**config.mk**
```make
export PLATFORM = sky130hd
export DESIGN_NAME = risc_fetch_queue_flat
export DESIGN_NICKNAME = d
export VERILOG_FILES = /design/src/rtl/risc_fetch_queue_if.sv /design/src/rtl/risc_fetch_queue.sv /design/src/flat_wrapper.sv
export SDC_FILE = /design/constraint.sdc
export NUM_CORES = 1
export LEC_CHECK = 0
export BUFFER_PORTS_ARGS = -buffer_cell sky130_fd_sc_hd__buf_4
export CAP_MARGIN = 10
export CORE_MARGIN = 3
export CORE_UTILIZATION = 25
export CTS_CLUSTER_DIAMETER = 200
export DETAILED_ROUTE_END_ITERATION = 8
export SLEW_MARGIN = 10
export SYNTH_ARGS = -nofsm -noshare
export SYNTH_HDL_FRONTEND = slang
export SYNTH_SLANG_ARGS = --single-unit
```
**constraint.sdc**
```tcl
create_clock -name CLK -period 3.8 [get_ports CLK]
set_input_delay 0.57 -clock CLK [delete_from_list [all_inputs] [get_ports CLK]]
set_output_delay 0.57 -clock CLK [all_outputs]
set_load 0.05 [all_outputs]
```
**src/rtl/risc_fetch_queue_if.sv**
```systemverilog
// rtl/risc_fetch_queue_if.sv - fetch front end memory, redirect and decode handshake bundle
interface risc_fetch_queue_if #(
    parameter int XLEN  = 32,
    parameter int IW    = 32,
    parameter int DEPTH = 4
);
    localparam int CW = $clog2(DEPTH) + 1;

    // Instruction memory request and one-cycle-later read data
    logic              IREQ;
    logic [XLEN-3:0]   IADDR;
    logic [IW-1:0]     INSTR;

    // Branch/jump resolution from execute
    logic              REDIR;
    logic [XLEN-1:0]   REDIR_PC;

    // Queue head toward decode
    logic              OUT_VALID;
    logic              OUT_READY;
    logic [IW-1:0]     OUT_INSTR;
    logic [XLEN-1:0]   OUT_PC;
    logic [CW-1:0]     COUNT;

    // Environment side: memory, execute and decode
    modport master (
        output INSTR, REDIR, REDIR_PC, OUT_READY,
        input  IREQ, IADDR, OUT_VALID, OUT_INSTR, OUT_PC, COUNT
    );

    // Fetch front end side
    modport slave (
        input  INSTR, REDIR, REDIR_PC, OUT_READY,
        output IREQ, IADDR, OUT_VALID, OUT_INSTR, OUT_PC, COUNT
    );
endinterface

```
**src/rtl/risc_fetch_queue.sv**
```systemverilog
// rtl/risc_fetch_queue.sv - PC generator, credit-limited fetch and {PC, instr} queue with redirect flush
module risc_fetch_queue #(
    parameter int              XLEN     = 32,
    parameter int              IW       = 32,
    parameter int              DEPTH    = 4,
    parameter logic [XLEN-1:0] RESET_PC = '0
) (
    input  logic              CLK,
    input  logic              RSTN,
    risc_fetch_queue_if.slave bus
);

    localparam int              PW         = $clog2(DEPTH);
    localparam int              CW         = PW + 1;
    localparam logic [XLEN-1:0] PC_STEP    = XLEN'(4);
    localparam logic [XLEN-1:0] RESET_PC_W = {RESET_PC[XLEN-1:2], 2'b00};
    localparam logic [CW:0]     DEPTH_C    = (CW + 1)'(DEPTH);
    localparam logic [CW-1:0]   FULL_C     = CW'(DEPTH);

    // Fetch state
    logic [XLEN-1:0] r_fetch_pc;
    logic            r_inflight;
    logic [XLEN-1:0] r_inflight_pc;

    // Circular queue state
    logic [PW-1:0]   r_head;
    logic [PW-1:0]   r_tail;
    logic [CW-1:0]   r_count;
    logic [XLEN-1:0] r_q_pc    [DEPTH];
    logic [IW-1:0]   r_q_instr [DEPTH];

    // Head values shown to decode once the queue runs empty
    logic [XLEN-1:0] r_last_pc;
    logic [IW-1:0]   r_last_instr;

    logic            w_ireq;
    logic            w_push;
    logic            w_pop;
    logic            w_out_valid;
    logic            w_nonempty;
    logic [CW:0]     w_credits_used;

    // Credit check counts the in-flight word so a response always has a free slot
    always_comb begin
        w_credits_used = {1'b0, r_count} + {{CW{1'b0}}, r_inflight};
        w_nonempty     = (r_count != '0);
        w_ireq         = RSTN && !bus.REDIR && (w_credits_used < DEPTH_C);
        w_out_valid    = w_nonempty && !bus.REDIR;
        w_push         = r_inflight && !bus.REDIR;
        w_pop          = w_out_valid && bus.OUT_READY;
    end

    assign bus.IREQ      = w_ireq;
    assign bus.IADDR     = r_fetch_pc[XLEN-1:2];
    assign bus.OUT_VALID = w_out_valid;
    assign bus.OUT_PC    = w_nonempty ? r_q_pc[r_head]    : r_last_pc;
    assign bus.OUT_INSTR = w_nonempty ? r_q_instr[r_head] : r_last_instr;
    assign bus.COUNT     = r_count;

    // PC generation, in-flight tracking, queue pointers; redirect overrides everything
    always_ff @(posedge CLK or negedge RSTN) begin
        if (!RSTN) begin
            r_fetch_pc    <= RESET_PC_W;
            r_inflight    <= 1'b0;
            r_inflight_pc <= '0;
            r_head        <= '0;
            r_tail        <= '0;
            r_count       <= '0;
            r_last_pc     <= '0;
            r_last_instr  <= '0;
        end else if (bus.REDIR) begin
            r_fetch_pc <= {bus.REDIR_PC[XLEN-1:2], 2'b00};
            r_inflight <= 1'b0;
            r_head     <= '0;
            r_tail     <= '0;
            r_count    <= '0;
        end else begin
            if (w_ireq) begin
                r_inflight    <= 1'b1;
                r_inflight_pc <= r_fetch_pc;
                r_fetch_pc    <= r_fetch_pc + PC_STEP;
            end else begin
                r_inflight <= 1'b0;
            end

            if (w_push) begin
                r_tail <= r_tail + PW'(1);
            end

            if (w_pop) begin
                r_head       <= r_head + PW'(1);
                r_last_pc    <= r_q_pc[r_head];
                r_last_instr <= r_q_instr[r_head];
            end

            case ({w_push, w_pop})
                2'b10:   r_count <= r_count + CW'(1);
                2'b01:   r_count <= r_count - CW'(1);
                default: r_count <= r_count;
            endcase
        end
    end

    // Queue storage; only slots between head and tail are ever read
    always_ff @(posedge CLK) begin
        if (w_push) begin
            r_q_pc[r_tail]    <= r_inflight_pc;
            r_q_instr[r_tail] <= bus.INSTR;
        end
    end

    a_no_overflow: assert property (@(posedge CLK) disable iff (!RSTN)
        !(w_push && (r_count == FULL_C)));

endmodule

```
**src/flat_wrapper.sv**
```systemverilog
// flat-port wrapper written by rule: the top's interface ports become plain ports
module risc_fetch_queue_flat 
#(
    parameter int              XLEN     = 32,
    parameter int              IW       = 32,
    parameter int              DEPTH    = 4,
    parameter logic [XLEN-1:0] RESET_PC = '0
)
  (CLK, RSTN, bus_INSTR, bus_REDIR, bus_REDIR_PC, bus_OUT_READY, bus_IREQ, bus_IADDR, bus_OUT_VALID, bus_OUT_INSTR, bus_OUT_PC, bus_COUNT);
  risc_fetch_queue_if #(.XLEN(XLEN), .IW(IW), .DEPTH(DEPTH)) bus_i ();
  input  logic CLK;
  input  logic RSTN;
  input wire logic [$bits(bus_i.INSTR)-1:0] bus_INSTR;
  input wire logic [$bits(bus_i.REDIR)-1:0] bus_REDIR;
  input wire logic [$bits(bus_i.REDIR_PC)-1:0] bus_REDIR_PC;
  input wire logic [$bits(bus_i.OUT_READY)-1:0] bus_OUT_READY;
  output wire logic [$bits(bus_i.IREQ)-1:0] bus_IREQ;
  output wire logic [$bits(bus_i.IADDR)-1:0] bus_IADDR;
  output wire logic [$bits(bus_i.OUT_VALID)-1:0] bus_OUT_VALID;
  output wire logic [$bits(bus_i.OUT_INSTR)-1:0] bus_OUT_INSTR;
  output wire logic [$bits(bus_i.OUT_PC)-1:0] bus_OUT_PC;
  output wire logic [$bits(bus_i.COUNT)-1:0] bus_COUNT;
  assign bus_i.INSTR = bus_INSTR;
  assign bus_i.REDIR = bus_REDIR;
  assign bus_i.REDIR_PC = bus_REDIR_PC;
  assign bus_i.OUT_READY = bus_OUT_READY;
  assign bus_IREQ = bus_i.IREQ;
  assign bus_IADDR = bus_i.IADDR;
  assign bus_OUT_VALID = bus_i.OUT_VALID;
  assign bus_OUT_INSTR = bus_i.OUT_INSTR;
  assign bus_OUT_PC = bus_i.OUT_PC;
  assign bus_COUNT = bus_i.COUNT;
  risc_fetch_queue #(.XLEN(XLEN), .IW(IW), .DEPTH(DEPTH), .RESET_PC(RESET_PC)) u_core (.CLK(CLK), .RSTN(RSTN), .bus(bus_i));
endmodule
```
Yosys cells after proc, flatten, opt, wreduce, memory -nomap -nowiden
Memories as Yosys holds them, arrays and structs flattened.
Index checks and enable logic that the tools add are counted.
Storage, ports and cells
  RAM bits: 256
  flip-flop bits (word level): 136
  bits of input ports: 68
  memories: 2
  output and inout bits: 99
  logic and storage cells: 47
Operators by class
  $lt $le $gt $ge: 1
  add/sub/neg operators: 6
  eq/ne operators: 2
  reductions and logical operators: 13
  mux-type cells: 14
  bitwise gates (word level): 1
Memory list
  u_core.r_q_instr: words 4, bits a word 32, rd ports 1, clocked after memory_dff 0, wr ports 1, RTL line risc_fetch_queue.sv:30  | logic [IW-1:0] r_q_instr [DEPTH];
  u_core.r_q_pc: words 4, bits a word 32, rd ports 1, clocked after memory_dff 0, wr ports 1, RTL line risc_fetch_queue.sv:29  | logic [XLEN-1:0] r_q_pc [DEPTH];
Operators with widths (count)
  $mux 32: 4
  $add 32x3->32 const B: 1
  $mux 2: 4
  $pmux 3 s2: 1
  $reduce_bool 2->1: 3
  $reduce_bool 3->1: 2
  $logic_and 1x1->1: 5
  $add 2x1->2 const B: 2
  $add 3x1->4: 1
  $lt 4x3->1 const B: 1
  $mux 1: 4
  $reduce_and 2->1: 2
  $add 3x1->3 const B: 1
  $mux 3: 1
  $sub 3x1->3 const B: 1
  $eq 2x1->1 const B: 1
  $eq 2x2->1 const B: 1
  $logic_not 1->1: 1
  $not 1->1: 1

Longest topological paths before layout
Gate-level depths: netlist of the first run.
  depth after elaboration: 6
  depth in mapped cells: 8
  mapped depth without buffers: 6

Worst setup path before layout of the first run
No wires, ideal clock.
  kind: flip-flop to flip-flop
  start point: reg u_core.r_inflight
  end point: mem u_core.r_q_instr[0][0], enable pin
  data required time: 3373 ps
  path buffers: 1
  arrival time: 2443 ps
  period minus slack after synthesis: 2870 ps
  slack: 930 ps
  stages on the path, launching flop included: 4
  setup time: 427 ps
  cell sequence: dfrtp_1 -> buf_1 -> nor2b_1 -> and2_1
Between the ends
  word-level cells in the longest chain between the ends: 3
Ends and longest elaborated chain
  start, declared: RTL line risc_fetch_queue.sv:22  | logic r_inflight;
  start signal, assigned: RTL line risc_fetch_queue.sv:64  | r_inflight <= 1'b0;
  start signal, assigned: RTL line risc_fetch_queue.sv:73  | r_inflight <= 1'b0;
  start signal, assigned: RTL line risc_fetch_queue.sv:79  | r_inflight <= 1'b1;
  $logic_and 1x1->1: RTL line risc_fetch_queue.sv:49  | w_push = r_inflight && !bus.REDIR;
  $mux 1: RTL line risc_fetch_queue.sv:106  | if (w_push) begin
  $mux 1 (implied by the code): RTL line risc_fetch_queue.sv:108  | r_q_instr[r_tail] <= bus.INSTR;
  end, declared: RTL line risc_fetch_queue.sv:30
Every way passes these cells.

Worst setup path after layout of the first run
  start point: reg u_core.r_head[1]
  end point: out bus_OUT_INSTR[25]
Between the ends
  word-level cells in the longest chain between the ends: 2
Ends and longest elaborated chain
  start, declared: RTL line risc_fetch_queue.sv:26  | logic [PW-1:0] r_head;
  start signal, assigned: RTL line risc_fetch_queue.sv:91  | r_head <= r_head + PW'(1);
  $mem_v2 4x32
  $mux 32: RTL line risc_fetch_queue.sv:57  | assign bus.OUT_INSTR = w_nonempty ? r_q_instr[r_head] : r_last_instr;
  end, declared: RTL line flat_wrapper.sv:20  | output wire logic [$bits(bus_i.OUT_INSTR)-1:0] bus_OUT_INSTR;
Every way passes these cells.

==> flow_summary.yaml, run 1 <==
status:
  status: "complete, no violations"
route:
  route.met2.wl_mm: 18.2
  dr_wl_met3_mm: 2.38
  drt_pass1_iterations: 4
  wirelength_mm: 37.8
  wl_met1_mm: 16.4
  avgRoutedWirePerCell_microns: 20.4
  drc: 0
  via_per_inst: 4.61
  drtAntennaViolNets: 0
  top_layer: "met4"
  drtIter0Drc: 348
  via_count: 8536
die:
  rows: 90
  fp.coreArea_sq_um: 60800
  initial_core_util_pct: 25.5
  die_y_microns: 255
  dieArea_sq_um: 65000
  fp.dieW_microns: 255
  ios: 167
clock_tree:
  cts-buffers-inserted: 42
  cts.repair.resized: 0
  cts_sinks: 378
  htreeDepth: 2
  clockBufferDepth: 3
  clock_latency_ps: 560
  cts_tree: "built"
  clock-root-buffer: "clkbuf_16"
  clkTransAtPathRegs_ps: 60
sta:
  final_hold_viol_count: 0
  rsz0062_at_grt: "no"
  finalClockSkew_ps: 25.7
  relSlewSlack_pct: 37.6
  post-route-min-period_ps: 3330
  finalSetupViolCount: 0
  fin_crit_sh_pct: 87.5
  slew_viol_final: 0
  max_freq_mhz: 301
  worst_pin_slew_ps: 935
  final.setup.tns_ps: 0
cells_and_area:
  final_common_cell: "edfxtp_1"
  syn2layout_area_growth_pct: 22.8
  finalNetCount: 1108
  layout_common_cells: "edfxtp_1, buf_4, mux2_2, dfrtp_1, mux4_2"
  stdcell_area_sq_um: 19000
  diodes: 0
  drive_gt1_share_pct: 44.9
worst_setup_path:
  start_kind: "flip-flop"
  rrSetupSlack_ps: 1460
  critPathKind: "reg -> out"
  cp_top_family: "flip-flops"
  path_common_cell: "buf_4"
  ff2ff_path_depth: 6
  r2r-start: "u_core.bus.COUNT[1]$_DFFE_PN0P_"
  crit_path_end: "bus_OUT_INSTR[25]"
  crit_path_max_fanout: 52
  slowest_stage: "dfrtp_4"
  path_depth: 4
  worstPathArrival_ps: 2760
  path_buf_inv: 2
  r2r_end: "u_core.bus.COUNT[2]$_DFFE_PN0P_"
  cp-end-kind: "primary output"
  required_ps: 3230
  startpoint: "u_core.r_head[1]$_DFFE_PN0P_"
  cp_slowest_stage_delay_ps: 1030
  critical_path.cell_chain: "buf_4 -> mux4_2 -> mux2_2 -> buf_4"
yosys:
  synth-compound-area-share_pct: 2.52
  synth-xor-area-share_pct: 0.622
  synthesis.area_sq_um: 15500
  synth-simple-area-share_pct: 4.83
  synth_ff_type: "edfxtp_1"
  synth_cells: 854
  synth_top_family_by_area: "multiplexers"
  synth_edf_count: 248
  yosys_warnings: 0
  synth-seq-cells: 378
  yosysSeqAreaShare_pct: 69.1
  synthDistinctLibCells: 59
  synthAdderAreaFrac_pct: 0.533
  synth_mux_area_share_pct: 20.5
  avgSynthCellArea_sq_um: 18.1
  synthArstFlopShare_pct: 34.4
placement:
  io_buffers: 162
  placed_cell_area_sq_um: 17700
  dp_hpwl_mm: 23.0
  place_congestion: 0.764
grt:
  grt_pass1_vias: 9151
  grt_max_degree: 66
  track_usage_pct: 11.7
  grt_overflow: 0
  grt_pass1_wl_mm: 56.9
  antenna_found_initial: 0
flow_run:
  cap_violations: 0
power:
  vdd_drop_max_mv: 0.433
  power.density_nw_per_um2: 839
  leakage_nw: 6.67
worst_hold_path:
  hp-class: "in -> reg"
where the power goes:
part	total [mW]	switching (mW)	internal (mW)
Combinational	6.37	3.91	2.47
Clock	3.92	1.66	2.26
Sequential	5.65	0.529	5.12
worst min-delay path by stage:
| stage | to | cells past startpoint | from |
|---|---|---|---|
| floorplan | u_core.bus.COUNT[0]$_DFFE_PN0P_ | 0 | RSTN |
| global placement | u_core.r_last_pc[18]$_DFFE_PN0P_ | 1 | RSTN |
| detailed placement | u_core.r_last_pc[18]$_DFFE_PN0P_ | 1 | RSTN |
| CTS | u_core.r_fetch_pc[6]$_DFFE_PN0P_ | 3 | bus_REDIR_PC[6] |
| global route | u_core.r_q_instr[3][3]$_DFFE_PP_ | 1 | bus_INSTR[3] |
| finish | u_core.r_fetch_pc[6]$_DFFE_PN0P_ | 3 | bus_REDIR_PC[6] |
worst register-to-register path: stages (launching register included):
cell,delay (ps)
dfrtp_1,530
o31ai_4,580
nor3_1,120
fa_1,450
nor3_1,230
nor2_1,60
a221oi_1,270
stage by stage:
stage / total power [mW] / util, % / setup slack (ps) / std cells / hold WS, ps
final: 15.9 / 31.3 / 475 / 1850 / 218
after global routing: 16.7 / 31.3 / 303 / 1850 / 186
after CTS: 16.3 / 31.3 / 354 / 1850 / 169
after detailed placement: 12.2 / 29.1 / 993 / 1771 / 463
after global placement: 12.1 / 29.1 / 991 / 1771 / 455
after floorplan: 10.2 / - / 930 / 855 / 274
flip-flops by register name, indices dropped and copies added, names as in the netlist:
register              cells
u_core.r_tail             2
u_core.r_last_instr      32
u_core.r_last_pc         30
u_core.r_head             2
u_core.r_fetch_pc        30
u_core.r_inflight         1
u_core.r_q_instr        128
u_core.bus.COUNT          3
u_core.r_inflight_pc     30
u_core.r_q_pc           120
cell type report:
type	count	area (sq um)
clock inverter	27	213
clock buffer	51	1130
timing repair buffer	181	1450
tap	782	978
fill	5942	41800
multi-input combinational	427	4530
sequential	378	10700
inverter	4	15.0
synth_stat cells, drive strengths merged, types with 5 or more instances:
library cell	instances	area share, %
buf	25	0.90
nand4	10	0.50
nor2	31	0.75
a31oi	18	0.73
dfrtp	130	21
or4	13	0.63
mux4	62	9.0
xnor2	7	0.40
ha	5	0.40
and2	8	0.33
or3	9	0.36
o31ai	13	0.72
clkbuf	20	0.82
o21ai	13	0.42
and3	6	0.27
mux2	155	11
nand2	24	0.58
edfxtp	248	48
nand3	11	0.44
kinds of logic after synthesis:
logic type	count (synthesis)
and+or+nand+nor	132
other	1
AOI/OAI and AO/OA	56
xor gates and xnor gates	11
muxes	220
adders and majority gates	6
buffers and inverters	50
DFF	378
per-layer routing:
layer	vias up	GRT usage [%]
li1	3760	-
met1	4495	15.1
met2	228	19.5
met3	53	3.06
met4	0	3.32
met5	-	0
repair_timing:
item / 4_1_cts / 5_1_grt
hold endpoints to repair: 19 / 0
hold buffers: 1 / 0
setup buffers: 0 / 0
endpoints found under the setup margin: 0 / 0
Power figures use the tool's default switching activity.
==> run 2: changes to the inputs <==
--- a/config.mk
+++ b/config.mk
@@ -8,10 +8,10 @@
 export BUFFER_PORTS_ARGS = -buffer_cell sky130_fd_sc_hd__buf_4
 export CAP_MARGIN = 10
 export CORE_MARGIN = 3
-export CORE_UTILIZATION = 25
+export CORE_UTILIZATION = 35
 export CTS_CLUSTER_DIAMETER = 200
 export DETAILED_ROUTE_END_ITERATION = 8
-export SLEW_MARGIN = 10
+export GPL_TIMING_DRIVEN = 0
 export SYNTH_ARGS = -nofsm -noshare
 export SYNTH_HDL_FRONTEND = slang
 export SYNTH_SLANG_ARGS = --single-unit
==> run 2 against run 1 <==
  * Design area decreased by 0.43%
  * Flip-flop and latch count unchanged
  * Hold slack got worse by 150 ps
  * Fmax decreased by 5.7%
  * Critical path depth increased by 1
  * Die area decreased by 28%
  * Clock power about the same
  * Final cell count decreased by 9.2%
  * Wire length decreased by 6.8%
  * First-iteration DRC count increased by 57%
  * Critical endpoint is now bus_OUT_INSTR[27]
  * Largest power group unchanged
==> flow_summary.yaml, run 2 (synthesis results as in run 1) <==
status:
  status: "complete, no violations"
sta:
  relSlewSlack_pct: 42.9
  fin_crit_sh_pct: 92.8
  timing.hold.ws_ps: 65.0
  slew_viol_final: 0
  post-route-min-period_ps: 3530
  finalClockSkew_ps: 27.4
  rsz0062_at_grt: "no"
  max_freq_mhz: 283
  final.setup.tns_ps: 0
  finalSetupViolCount: 0
  final_hold_viol_count: 0
  worst_pin_slew_ps: 857
cells_and_area:
  syn2layout_area_growth_pct: 22.3
  finalNetCount: 1138
  largest_reg_flops: 128
  layout_common_cells: "edfxtp_1, buf_4, mux2_2, dfrtp_1, mux4_2"
  biggestRegsByFlops: "u_core.r_q_instr x128, u_core.r_q_pc x120, u_core.r_last_instr x32"
  final_common_cell: "edfxtp_1"
  drive_gt1_share_pct: 44.4
  stdcell_area_sq_um: 18900
  diodes: 0
  largest-register: "u_core.r_q_instr"
  fillers: 3937
clock_tree:
  cts_tree: "built"
  htreeDepth: 2
  clock-root-buffer: "clkbuf_16"
  cts_sinks: 378
  clockBufferDepth: 3
  cts-buffers-inserted: 41
  clock_latency_ps: 550
  clkTransAtPathRegs_ps: 60
worst_setup_path:
  required_ps: 3230
  start_kind: "flip-flop"
  cp_slowest_stage_delay_ps: 680
  path_common_cell: "clkbuf_1"
  rrSetupSlack_ps: 1350
  critPathKind: "reg -> out"
  critical_path.cell_chain: "clkbuf_1 -> clkbuf_1 -> mux4_2 -> mux2_2 -> buf_4"
  slowest_stage: "clkbuf_1"
  worstPathArrival_ps: 2960
  crit_path_max_fanout: 10
  cp-end-kind: "primary output"
grt:
  met3_usage_pct: 4.11
  grt_max_degree: 79
  grt_pass1_wl_mm: 53.6
  grt_pass1_vias: 8795
  grt_util_met2_pct: 25.0
  grt.busiest_layer: "met2"
  grt_use_met1_pct: 19.9
  grt_overflow: 0
  antenna_found_initial: 1
  track_usage_pct: 15.1
placement:
  place_congestion: 0.832
  placed_cell_area_sq_um: 17600
  dp_hpwl_mm: 22.8
  io_buffers: 161
route:
  drtAntennaViolNets: 0
  drtIter0Drc: 548
  drt_pass1_iterations: 5
  via_per_inst: 5.07
  avgRoutedWirePerCell_microns: 21.0
  wirelength_mm: 35.2
  via_count: 8518
  drc: 0
die:
  rows: 76
  fp.dieW_microns: 216
  dieArea_sq_um: 46800
  fp.coreArea_sq_um: 43400
  ios: 167
  initial_core_util_pct: 35.7
  die_y_microns: 216
power:
  leakage_nw: 6.80
  power.density_nw_per_um2: 839
  power_mw: 15.9
  vdd_drop_max_mv: 0.402
worst_hold_path:
  hp-class: "in -> async"
flow_run:
  cap_violations: 0
-- run 2: cell count changes in the layout (fill, tap and decap cells not counted), moves of 3 or more --
| cell | delta |
|---|---|
| buf_2 | +19 |
| clkbuf_1 | +16 |
| clkbuf_8 | +13 |
| buf_4 | -10 |
| buf_12 | -7 |
| clkinv_2 | -7 |
| buf_16 | +5 |
| inv_6 | -3 |
-- run 2: path summary, 6_finish.rpt --
kind / start / to / cells past startpoint
setup / recovery: u_core.r_head[1]$_DFFE_PN0P_ / bus_OUT_INSTR[27] / 5
hold / removal: RSTN / u_core.r_last_instr[13]$_DFFE_PN0P_ / 1
setup reg to reg: u_core.bus.COUNT[1]$_DFFE_PN0P_ / u_core.r_last_pc[30]$_DFFE_PN0P_ / 4
hold reg to reg: u_core.r_inflight_pc[21]$_DFFE_PN0P_ / u_core.r_q_pc[1][21]$_DFFE_PP_ / 0
max in group asynchronous: RSTN / u_core.r_inflight_pc[26]$_DFFE_PN0P_ / 2
min in group CLK: bus_INSTR[22] / u_core.r_q_instr[3][22]$_DFFE_PP_ / 1
-- run 2: repair_timing --
item,CTS,global route
resized for setup,0,1
endpoints found under the setup margin,0,29
buffers inserted,0,0
hold buffers,0,0
-- run 2: per-layer routing --
layer | up-vias | part of all wire (%)
li1 | 3799 | -
met1 | 4421 | 43
met2 | 244 | 49
met3 | 52 | 6.4
met4 | 2 | 1.7
met5 | - | 0.057
-- run 2: power breakdown --
group	internal [mW]	total, mW	switching [mW]
combinational	2.45	6.43	3.98
clock	2.36	3.92	1.56
sequential	5.12	5.54	0.421
-- run 2: critical path: cells and delay by family, from the launching register on --
family                 cells  cell delay (ps)
muxes                      2              710
buffers and inverters      3             1380
DFF                        1              310
-- run 2: metrics by stage --
| stage | utilization [%] | cells | setup WS (ps) |
|---|---|---|---|
| 5_1_grt | 43.7 | 1680 | 115 |
| 3_3_place_gp | 40.2 | 1601 | -660 |
| 3_5_place_dp | 40.6 | 1606 | 347 |
| 2_1_floorplan | - | 855 | 930 |
| 6_report | 43.7 | 1680 | 272 |
| 4_1_cts | 43.7 | 1680 | 2.66 |
-- run 2: area by class of cell --
type                            count  area, sq um  area share, %
Clock buffer                       60         1220           6.43
Clock inverter                     14          131          0.694
Tap cell                          585          732           3.86
Inverter                            4         15.0         0.0793
Multi-Input combinational cell    427         4510           23.8
Timing Repair Buffer              166         1350           7.13
Sequential cell                   378        10700           56.5
Buffer                             46          279           1.47
